### src/rtl/stack_seq_pkg.sv
// Shared types for the Forth stack-word sequencer: command words, memory ops, FSM states.
package stack_seq_pkg;

  typedef enum logic [2:0] {
    CMD_NOP, CMD_PUSH, CMD_DROP, CMD_DUP, CMD_SWAP, CMD_OVER, CMD_ROT, CMD_NIP
  } ss_cmd_t;

  typedef enum logic [1:0] {SS_NOP, SS_PUSH, SS_POP} stack_ops;

  typedef enum logic [1:0] {IDLE, POP_WAIT, POP_WAIT_ROT} seq_state_t;

  // Minimum stack depth a word needs before it may act.
  function automatic logic [1:0] cmd_need(ss_cmd_t c);
    case (c)
      CMD_DROP, CMD_DUP:            cmd_need = 2'd1;
      CMD_SWAP, CMD_OVER, CMD_NIP:  cmd_need = 2'd2;
      CMD_ROT:                      cmd_need = 2'd3;
      default:                      cmd_need = 2'd0;
    endcase
  endfunction

  function automatic logic cmd_grows(ss_cmd_t c);
    cmd_grows = (c == CMD_PUSH) || (c == CMD_DUP) || (c == CMD_OVER);
  endfunction

endpackage

### src/rtl/stack_seq_if.sv
// Command-side valid/ready handshake into the stack sequencer.
interface stack_seq_if #(parameter int DSZ = 32);
  import stack_seq_pkg::*;

  ss_cmd_t        cmd;
  logic           cmd_vld;
  logic           cmd_rdy;
  logic [DSZ-1:0] lit;

  modport master (output cmd, cmd_vld, lit, input cmd_rdy);
  modport slave  (input cmd, cmd_vld, lit, output cmd_rdy);
endinterface

### src/rtl/stack_seq.sv
// Forth stack-word sequencer: TOS/NOS cached in registers, deeper elements spilled
// to a single-port stack memory with at most one push or pop per cycle.
module stack_seq
  import stack_seq_pkg::*;
#(
  parameter int DEPTH = 64,
  parameter int DSZ   = 32,
  parameter int CSZ   = $clog2(DEPTH+3)
) (
  input  logic           clk,
  input  logic           rst_n,
  stack_seq_if.slave     cif,
  output logic [DSZ-1:0] tos,
  output logic [DSZ-1:0] nos,
  output logic [CSZ-1:0] depth,
  output logic           err_uf,
  output logic           err_of,
  input  logic           err_clr,
  output stack_ops       ss_op,
  output logic [DSZ-1:0] ss_vi,
  input  logic [DSZ-1:0] ss_q
);

  localparam logic [CSZ-1:0] DMAX = CSZ'(DEPTH+2);

  seq_state_t state, state_nx;
  logic acc, uf, of, go, mem_used, two_up;

  assign cif.cmd_rdy = (state == IDLE);
  assign acc      = cif.cmd_vld & cif.cmd_rdy;
  assign uf       = acc & (depth < CSZ'(cmd_need(cif.cmd)));
  assign of       = acc & cmd_grows(cif.cmd) & (depth == DMAX);
  assign go       = acc & ~uf & ~of;
  assign mem_used = depth > CSZ'(2);
  assign two_up   = depth >= CSZ'(2);

  always_ff @(posedge clk or negedge rst_n) begin
    if (!rst_n) state <= IDLE;
    else        state <= state_nx;
  end

  // Wait states always last exactly one cycle.
  always_comb begin
    state_nx = IDLE;
    if (state == IDLE && go) begin
      case (cif.cmd)
        CMD_DROP, CMD_NIP: if (mem_used) state_nx = POP_WAIT;
        CMD_ROT:           state_nx = POP_WAIT_ROT;
        default:           state_nx = IDLE;
      endcase
    end
  end

  always_comb begin
    ss_op = SS_NOP;
    ss_vi = '0;
    case (state)
      IDLE: if (go) begin
        case (cif.cmd)
          CMD_PUSH, CMD_DUP: if (two_up) begin ss_op = SS_PUSH; ss_vi = nos; end
          CMD_OVER:          begin ss_op = SS_PUSH; ss_vi = nos; end
          CMD_DROP, CMD_NIP: if (mem_used) ss_op = SS_POP;
          CMD_ROT:           ss_op = SS_POP;
          default:           ss_op = SS_NOP;
        endcase
      end
      // nos still holds the old 'b' of (a b c) here; it goes back to memory.
      POP_WAIT_ROT: begin ss_op = SS_PUSH; ss_vi = nos; end
      default: ss_op = SS_NOP;
    endcase
  end

  always_ff @(posedge clk or negedge rst_n) begin
    if (!rst_n) begin
      tos   <= '0;
      nos   <= '0;
      depth <= '0;
    end else begin
      case (state)
        POP_WAIT:     nos <= ss_q;
        POP_WAIT_ROT: begin tos <= ss_q; nos <= tos; end
        default: if (go) begin
          case (cif.cmd)
            CMD_PUSH: begin nos <= tos; tos <= cif.lit; depth <= depth + CSZ'(1); end
            CMD_DUP:  begin nos <= tos; depth <= depth + CSZ'(1); end
            CMD_OVER: begin nos <= tos; tos <= nos; depth <= depth + CSZ'(1); end
            CMD_SWAP: begin nos <= tos; tos <= nos; end
            CMD_DROP: begin tos <= nos; depth <= depth - CSZ'(1); end
            CMD_NIP:  depth <= depth - CSZ'(1);
            default:  ;
          endcase
        end
      endcase
    end
  end

  // A new error in the same cycle as err_clr keeps the flag set.
  always_ff @(posedge clk or negedge rst_n) begin
    if (!rst_n) begin
      err_uf <= 1'b0;
      err_of <= 1'b0;
    end else begin
      err_uf <= uf | (err_uf & ~err_clr);
      err_of <= of | (err_of & ~err_clr);
    end
  end

endmodule

### src/flat_wrapper.sv
// flat-port wrapper written by rule: the top's interface ports become plain ports
module stack_seq_flat import stack_seq_pkg::*;
#(
  parameter int DEPTH = 64,
  parameter int DSZ   = 32,
  parameter int CSZ   = $clog2(DEPTH+3)
)
  (clk, rst_n, tos, nos, depth, err_uf, err_of, err_clr, ss_op, ss_vi, ss_q, cif_cmd, cif_cmd_vld, cif_lit, cif_cmd_rdy);
  stack_seq_if #(.DSZ(DSZ)) cif_i ();
  input  logic clk;
  input  logic rst_n;
  output logic [DSZ-1:0] tos;
  output logic [DSZ-1:0] nos;
  output logic [CSZ-1:0] depth;
  output logic err_uf;
  output logic err_of;
  input  logic err_clr;
  output stack_ops ss_op;
  output logic [DSZ-1:0] ss_vi;
  input  logic [DSZ-1:0] ss_q;
  input wire logic [$bits(cif_i.cmd)-1:0] cif_cmd;
  input wire logic [$bits(cif_i.cmd_vld)-1:0] cif_cmd_vld;
  input wire logic [$bits(cif_i.lit)-1:0] cif_lit;
  output wire logic [$bits(cif_i.cmd_rdy)-1:0] cif_cmd_rdy;
  assign cif_i.cmd = cif_cmd;
  assign cif_i.cmd_vld = cif_cmd_vld;
  assign cif_i.lit = cif_lit;
  assign cif_cmd_rdy = cif_i.cmd_rdy;
  stack_seq #(.DEPTH(DEPTH), .DSZ(DSZ), .CSZ(CSZ)) u_core (.clk(clk), .rst_n(rst_n), .cif(cif_i), .tos(tos), .nos(nos), .depth(depth), .err_uf(err_uf), .err_of(err_of), .err_clr(err_clr), .ss_op(ss_op), .ss_vi(ss_vi), .ss_q(ss_q));
endmodule
### config.mk
export PLATFORM = sky130hd
export DESIGN_NAME = stack_seq_flat
export DESIGN_NICKNAME = d
export VERILOG_FILES = /design/src/rtl/stack_seq_pkg.sv /design/src/rtl/stack_seq_if.sv /design/src/rtl/stack_seq.sv /design/src/flat_wrapper.sv
export SDC_FILE = /design/constraint.sdc
export NUM_CORES = 1
export LEC_CHECK = 0
export BUFFER_PORTS_ARGS = -buffer_cell sky130_fd_sc_hd__buf_4
export CAP_MARGIN = 40
export CORE_UTILIZATION = 35
export DETAILED_ROUTE_END_ITERATION = 6
export PLACE_DENSITY = 0.71
export SETUP_SLACK_MARGIN = 0.5
export SYNTH_ARGS = -nofsm -noshare
export SYNTH_HDL_FRONTEND = slang
export SYNTH_SLANG_ARGS = --single-unit
### constraint.sdc
create_clock -name clk -period 2.1 [get_ports clk]
set_input_delay 0.315 -clock clk [delete_from_list [all_inputs] [get_ports clk]]
set_output_delay 0.315 -clock clk [all_outputs]
set_load 0.05 [all_outputs]
Yosys cells after proc, flatten, opt, wreduce, memory -nomap -nowiden --
Cells that the tools add are included.
Storage, ports and cells: bits in registers 75, input port bits 71, logic and storage cells 76
Cells by class: $add $sub $neg 2, magnitude comparators 3, eq/ne operators 10, multiplexer cells 20, bitwise operators 15, reduce and logical (&&, ||, !) cells 20
Operators by type and width (count):
- 32-bit case mux with 2 select lines | 5
- 32-bit two-way mux | 5
- 7-bit case mux with 2 select lines | 1
- 3-bit equality test, second input constant | 4
- 3-bit nonzero test | 3
- 3-bit OR reduction | 3
- 1-bit bitwise AND | 8
- 2-bit case mux with 2 select lines | 2
- 2-bit case mux with 4 select lines | 1
- 2-bit OR reduction | 4
- 7-bit by 1-bit adder with 7-bit output, second input constant | 1
- 7-bit equality test, second input constant | 1
- 7-bit by 2-bit greater-or-equal comparator with 1-bit output, second input constant | 1
- 7-bit by 2-bit greater-than comparator with 1-bit output, second input constant | 1
- 7-bit by 2-bit < comparator with 1-bit output | 1
- 7-bit by 1-bit subtractor with 7-bit output, second input constant | 1
- 3-bit by 2-bit equality test with 1-bit output, second input constant | 2
- 2-bit two-way mux | 3
- 2-bit case mux with 3 select lines | 1
- 3-bit AND reduction | 2
- 1-bit inverter | 5
- 2-bit nonzero test | 2
- 4-bit OR reduction | 1
- 3-bit by 1-bit equality test with 1-bit output, second input constant | 1
- 8 further kinds | 11

Logic depth before layout (Yosys ltp) --
Gate-level depths: netlist of run 1.
word-level depth 10, mapped depth 10

Worst setup path after synthesis of run 1 --
Ideal clock, no wire load.
path kind reg-to-output, start point reg u_core.depth[1], end point out ss_vi[10], data arrival time 2.639 ns, setup slack -0.854 ns, stages on the path, launching flop included 9, cells stage by stage dfrtp_1 ha_1 inv_1 a31o_2 a21oi_2 and2_1 a31oi_4 buf_4 nor2b_1
On the way: cells in the longest elaborated chain, start to end 7, elaborated cells on any way between the ends 13
Ends and longest elaborated chain:
- start: declaration | line stack_seq.sv:15 | output logic [CSZ-1:0] depth,
- start signal: assignment | line stack_seq.sv:84 | CMD_PUSH: begin nos <= tos; tos <= cif.lit; depth <= depth + CSZ'(1); end
- start signal: assignment | line stack_seq.sv:85 | CMD_DUP: begin nos <= tos; depth <= depth + CSZ'(1); end
- start signal: assignment | line stack_seq.sv:86 | CMD_OVER: begin nos <= tos; tos <= nos; depth <= depth + CSZ'(1); end
- 7-bit by 2-bit < comparator with 1-bit output | line stack_seq.sv:31 | assign uf = acc & (depth < CSZ'(cmd_need(cif.cmd)));
- 1-bit bitwise AND | line stack_seq.sv:31
- 1-bit inverter | line stack_seq.sv:33 | assign go = acc & ~uf & ~of;
- 1-bit bitwise AND (2 in series) | line stack_seq.sv:33
- 32-bit two-way mux (*) | line stack_seq.sv:58 | IDLE: if (go) begin
- 32-bit case mux with 2 select lines (*) | line stack_seq.sv:57 | case (state)
- end: declaration | line flat_wrapper.sv:19 | output logic [DSZ-1:0] ss_vi;
Every way passes the cells marked *; elsewhere a longest branch is shown, timed or not.

Worst setup path after layout of run 1 --
start point reg u_core.depth[4], end point out ss_vi[8]
The elaborated chain is that of the path after synthesis.

==> results of run 1 <==
area by class of cell:
class,count,area share
inverters,9,0.00437
multi-input cells,362,0.403
well taps,176,0.0265
repair buffers,269,0.309
clock inverters,3,0.00181
clock buffers,13,0.0289
flip-flops and latches,75,0.227
worst min path at each step:
stage | cells past startpoint | start | slack [ps] | end
final | 2 | err_clr | 190 | u_core.err_uf
after global routing | 2 | err_clr | 190 | u_core.err_uf
after CTS | 2 | err_clr | 170 | u_core.err_uf
after detailed placement | 1 | rst_n | 330 | u_core.tos[6]
after global placement | 1 | rst_n | 320 | u_core.tos[6]
after floorplan | 0 | rst_n | 20 | u_core.depth[0]
metal layers:
| layer | GRT usage | vias up | part of all wire |
|---|---|---|---|
| li1 | - | 2277 | - |
| met1 | 0.291 | 2409 | 0.42 |
| met2 | 0.415 | 174 | 0.51 |
| met3 | 0.0392 | 12 | 0.058 |
| met4 | 0.0772 | 0 | 0.011 |
| met5 | 0 | - | 0 |
what timing repair did:
| item | 4_1_cts | 5_1_grt |
|---|---|---|
| hold buffers | 1 | 0 |
| gates resized for setup | 59 | 9 |
| setup buffers | 17 | 8 |
| setup endpoints to repair | 107 | 109 |
| gates cloned | 9 | 1 |
| pin swaps | 5 | 5 |
| hold endpoints to repair | 35 | 0 |
metrics by stage:
stage / setup TNS (ps) / setup slack, ps / hold WS (ps) / cell area [um^2]
floorplan: -17720 / -468 / 19.4 / 5470
global placement: -15980 / -408 / 316 / 7320
detailed placement: -19150 / -447 / 329 / 7320
CTS: -35710 / -782 / 169 / 8180
global route: -42530 / -844 / 193 / 8310
finish: -36180 / -788 / 191 / 8310
worst max-delay path: stages (launching register included):
cell	delay, ps
dfrtp_2	400
or4_4	580
or4_4	460
a31oi_4	190
buf_6	160
buf_12	100
buf_12	140
nor2b_4	50
buf_8	140
power by group through the flow:
| stage | Clock (mW) | Sequential (mW) | Combinational, mW |
|---|---|---|---|
| detailed placement | 0 | 3.06 | 7.26 |
| floorplan | 0 | 5.32 | 2.70 |
| global route | 1.46 | 3.18 | 8.05 |
| CTS | 1.41 | 3.05 | 7.64 |
| global placement | 0 | 3.00 | 7.12 |
| finish | 1.39 | 3.06 | 7.68 |
state kept, by name, indices dropped and copies added (netlist names):
name,count
u_core.depth,7
u_core.err_of,1
u_core.err_uf,1
u_core.nos,32
u_core.state,2
u_core.tos,32
cell usage in the layout (no fill, tap or decap), types with 7 or more instances in the layout:
cell type	Yosys	final
a211oi_2	30	32
nor2_1	38	36
buf_4	5	206
o22ai_1	34	33
nor3_4	0	31
clkbuf_16	0	10
mux2_2	36	36
o21ai_0	66	34
ha_1	9	7
inv_1	7	7
buf_16	0	7
o21ai_1	0	32
buf_12	0	16
buf_6	5	32
nor2b_4	0	29
mux2i_1	33	32
dfrtp_1	75	70
kinds of logic (layout without fill, tap and decap cells):
kind of cell	count (synthesis)	count (layout)	synth area share
adder cells (fa/ha/maj)	11	11	0.0290
flip-flops	75	75	0.381
buffers and inverters	50	294	0.0516
XOR/XNOR	6	6	0.0107
AO/OA/AOI/OAI	149	149	0.217
multiplexers	69	69	0.149
AND/OR/NAND/NOR	126	127	0.161
==> impl_metrics.json, run 1 <==
{
  "clk_path_buf_depth": 2,
  "drc": 0,
  "crit_arrival_ps": 2570,
  "overflow": 0,
  "max-vdd-ir-drop_uv": 1020,
  "path_clk_slew_ps": 60,
  "dp_hpwl_um": 11300,
  "slew_violations": 0,
  "total_power_mw": 12.1,
  "antenna_found_initial": 0,
  "fin_crit_ps": 2890,
  "cellPowerDensity_nw_per_um2": 1460,
  "grt_max_degree": 41,
  "grtUsageTotal": 0.235,
  "fin_crit_sh": 1.38,
  "status": "finished, violations left",
  "crit_path_max_fanout": 7,
  "final_layout_size_suffix_gt1_frac": 0.606,
  "nNetsFinal": 807,
  "crit_start": "u_core.depth[4]",
  "worst_pin_slew_ps": 721,
  "netlist_instances": 486,
  "hold_violations": 0,
  "dp_cells": 855,
  "setup-violations-final": 103,
  "die_x_um": 121,
  "synthFlopType": "dfrtp_1",
  "synth.net_count": 567,
  "power.share.sequential": 0.252,
  "synth_area_leaders": "dfrtp_1 (38%), mux2_2 (8.2%), a211oi_2 (7.6%), mux2i_1 (6.7%), o21ai_0 (6.7%)",
  "gp_congestion": 0.821,
  "cell_internal_pwr_mw": 6.03,
  "vias_per_cell": 5.37,
  "violations": "setup timing",
  "clock_skew_ps": 5.75,
  "async_flop_share": 1.00,
  "htree_levels": 3,
  "cts.sinks": 75,
  "cts_tree": "yes",
  "p_comb_frac": 0.633,
  "numCtsBuffers": 9,
  "die_h_um": 121,
  "num_vias": 4872,
  "fmax_ghz": 0.346,
  "first_pass_iters": 5,
  "synth.top_cell.area_share": 0.381,
  "reg2reg_depth": 10,
  "crit_path_start_kind": "register",
  "endpoint": "ss_vi[8]",
  "synth_warnings": 0,
  "p_sw_mw": 6.10,
  "timing.final.ws_setup_ps": -788,
  "rsz0062_at_grt": "true",
  "portBuffers": 178,
  "final_cells": 907,
  "hp-class": "in -> reg",
  "nFillCells": 1052,
  "layout.area.seq_um2": 1880,
  "drt-initial-drc-count": 317,
  "timing.rr.start": "u_core.depth[4]",
  "area_growth_pct": 68.7,
  "coreArea_um2": 13500,
  "n_antenna_cell": 0,
  "synth_most_common_cell": "dfrtp_1",
  "swShare": 0.503,
  "fin_util": 0.615,
  "cts_root_buffer": "clkbuf_16",
  "clk_latency_ps": 330,
  "synth-edff-count": 0,
  "grt_pass1_vias": 5063,
  "reg2reg_to": "u_core.tos[3]",
  "grt_pass1_wl_um": 26600,
  "avgRoutedWirePerCell_um": 18.9,
  "synth_area_um2": 4920,
  "synth.distinct_cells": 43,
  "io_pins": 179,
  "multi_input_area_um2": 3350,
  "rows": 42,
  "rrSetupSlack_ps": -220,
  "endpoint_kind": "primary output",
  "power_leakage_nw": 3.57,
  "ys_seq_elements": 75,
  "start_util": 0.365,
  "max-slew-margin-rel": 0.519,
  "drv_cap": 0,
  "crit_type": "reg -> out",
  "syn_avg_cell_area_um2": 10.1,
  "dieArea_um2": 14500,
  "synthTopCellsByCount": "dfrtp_1 (75), o21ai_0 (66), nor2_1 (38), mux2_2 (36)",
  "worstPathRequired_ps": 1780,
  "drtAntennaViolNets": 0,
  "drt-total-wl_um": 17200,
  "power_frac_clock": 0.115,
  "yosysSeqAreaShare": 0.381,
  "yosysTopAreaCell": "dfrtp_1"
}
No activity file was read; power rests on OpenSTA's default activity.
==> run 2: changes to the inputs <==
- CORE_UTILIZATION: 35 -> 46
- CTS_CLUSTER_DIAMETER: not set -> 120
- PLACE_DENSITY: 0.71 -> 0.87
==> run 2 against run 1 <==
The run still ends with setup timing left. Final cell count shrank 3.6%. Worst setup slack worse by 31 ps. Global-route usage up 12 points. Clock-buffer cell count fell by 2. Highest routed layer unchanged. Critical endpoint is now ss_vi[9]. Critical path depth up 1. Design area is 3.9% higher. Sequential power up 5%. Via count up 11%. Largest cell class unchanged. Largest power group unchanged.
==> impl_metrics.json, run 2 (synthesis results as in run 1) <==
{
  "status": "finished, violations left",
  "violations": "setup timing",
  "swShare": 0.530,
  "clk_latency_ps": 360,
  "timing.rr.start": "u_core.depth[4]",
  "tns_ps": -42970,
  "rows": 37,
  "cts_root_buffer": "clkbuf_8",
  "endpoint_kind": "primary output",
  "drtAntennaViolNets": 0,
  "die_x_um": 105,
  "hp-class": "in -> reg",
  "reg2reg_to": "u_core.nos[2]",
  "cellPowerDensity_nw_per_um2": 1470,
  "nNetsFinal": 814,
  "hold_slack_ps": 179,
  "numCtsBuffers": 9,
  "antenna_found_initial": 0,
  "grtUsageTotal": 0.355,
  "overflow": 0,
  "setup-violations-final": 106,
  "fin_area_um2": 8630,
  "final_common_cell": "buf_4",
  "worstPathRequired_ps": 1780,
  "crit_path_start_kind": "register",
  "nFillCells": 516,
  "power.share.sequential": 0.252,
  "fmax_ghz": 0.343,
  "cts.sinks": 75,
  "grt_pass1_vias": 5631,
  "rsz0062_at_grt": "true",
  "drv_cap": 0,
  "crit_arrival_ps": 2600,
  "pre_cts_slack_ps": -434,
  "crit_start": "u_core.depth[4]",
  "rrSetupSlack_ps": -330,
  "area_growth_pct": 75.3,
  "clock_skew_ps": 20.3,
  "avgRoutedWirePerCell_um": 23.7,
  "path_clk_slew_ps": 90,
  "grt_max_degree": 39,
  "multi_input_area_um2": 3630,
  "worst_pin_slew_ps": 725,
  "dieArea_um2": 11100,
  "htree_levels": 3,
  "p_comb_frac": 0.662,
  "drt-initial-drc-count": 452,
  "vias_per_cell": 6.17,
  "die_h_um": 105,
  "clk_path_buf_depth": 2,
  "max-vdd-ir-drop_uv": 1090,
  "hold_violations": 0,
  "grt_pass1_wl_um": 30200,
  "layout.area.seq_um2": 1880,
  "power_frac_clock": 0.085,
  "placed_area_um2": 7370,
  "coreArea_um2": 10400,
  "io_pins": 179,
  "n_antenna_cell": 0,
  "p_sw_mw": 6.75,
  "endpoint": "ss_vi[9]",
  "max-slew-margin-rel": 0.517,
  "gp_congestion": 0.868,
  "final_cell_mix": "buf_4 (196), dfrtp_1 (70), buf_6 (44)",
  "num_vias": 5393,
  "cell_internal_pwr_mw": 5.98,
  "portBuffers": 178,
  "fin_crit_sh": 1.39,
  "crit_type": "reg -> out",
  "crit_path_max_fanout": 7,
  "power_leakage_nw": 3.67,
  "reg2reg_depth": 11,
  "fin_util": 0.832,
  "timing.final.ws_setup_ps": -819,
  "slew_violations": 0,
  "final_layout_size_suffix_gt1_frac": 0.686,
  "drt-total-wl_um": 20800,
  "start_util": 0.475,
  "fin_crit_ps": 2920,
  "drc": 0,
  "cts_tree": "yes",
  "first_pass_iters": 5,
  "dp_hpwl_um": 11500,
  "reg.largest.list": "u_core.nos (32), u_core.tos (32), u_core.depth (7)"
}
run 2: per-stage QoR:
stage	cells	power, mW
finish	874	12.7
global route	874	13.2
CTS	869	12.2
detailed placement	827	10.4
global placement	827	10.1
floorplan	486	8.02
run 2: critical path, cell delays in order, from the launching register on:
cell	delay (ps)
dfrtp_2	410
or4_4	590
nor2b_4	180
nand4_4	110
and2_4	200
a31oi_4	220
buf_12	190
buf_12	150
nor2b_4	50
buf_6	140
run 2: worst min-delay path by stage:
stage	startpoint	end	depth (start not counted)
detailed placement	rst_n	u_core.nos[14]	1
global placement	rst_n	u_core.nos[14]	1
global route	err_clr	u_core.err_of	2
CTS	err_clr	u_core.err_of	2
floorplan	rst_n	u_core.depth[0]	0
finish	err_clr	u_core.err_of	2
run 2: cell type report:
| class | count | area share |
|---|---|---|
| clock buffers | 11 | 0.0164 |
| clock inverters | 5 | 0.00420 |
| inverters | 9 | 0.00420 |
| multi-input cells | 362 | 0.420 |
| flip-flops and latches | 75 | 0.218 |
| well taps | 136 | 0.0197 |
| repair buffers | 276 | 0.317 |
run 2: power groups by stage:
stage,sequential [mW],clock [mW],combinational (mW)
floorplan,5.32,0,2.70
global placement,2.98,0,7.17
detailed placement,3.06,0,7.35
CTS,3.08,1.05,8.10
global route,3.29,1.14,8.74
finish,3.21,1.09,8.43
run 2: timing repair:
item / in CTS / in global routing
setup endpoints to repair: 109 / 110
gates resized for setup: 130 / 38
endpoints found under the hold margin: 37 / 0
pin swaps: 20 / 12
hold buffers: 1 / 0
cloned: 10 / 1
buffers inserted: 15 / 4
run 2: per-layer routing:
| layer | share of wire | vias up | GRT usage | wire [um] |
|---|---|---|---|---|
| li1 | - | 2294 | - | - |
| met3 | 0.066 | 88 | 0.0724 | 1380 |
| met5 | 0 | - | 0 | 0 |
| met2 | 0.52 | 321 | 0.621 | 10700 |
| met1 | 0.36 | 2690 | 0.409 | 7480 |
| met4 | 0.057 | 0 | 0.185 | 1170 |
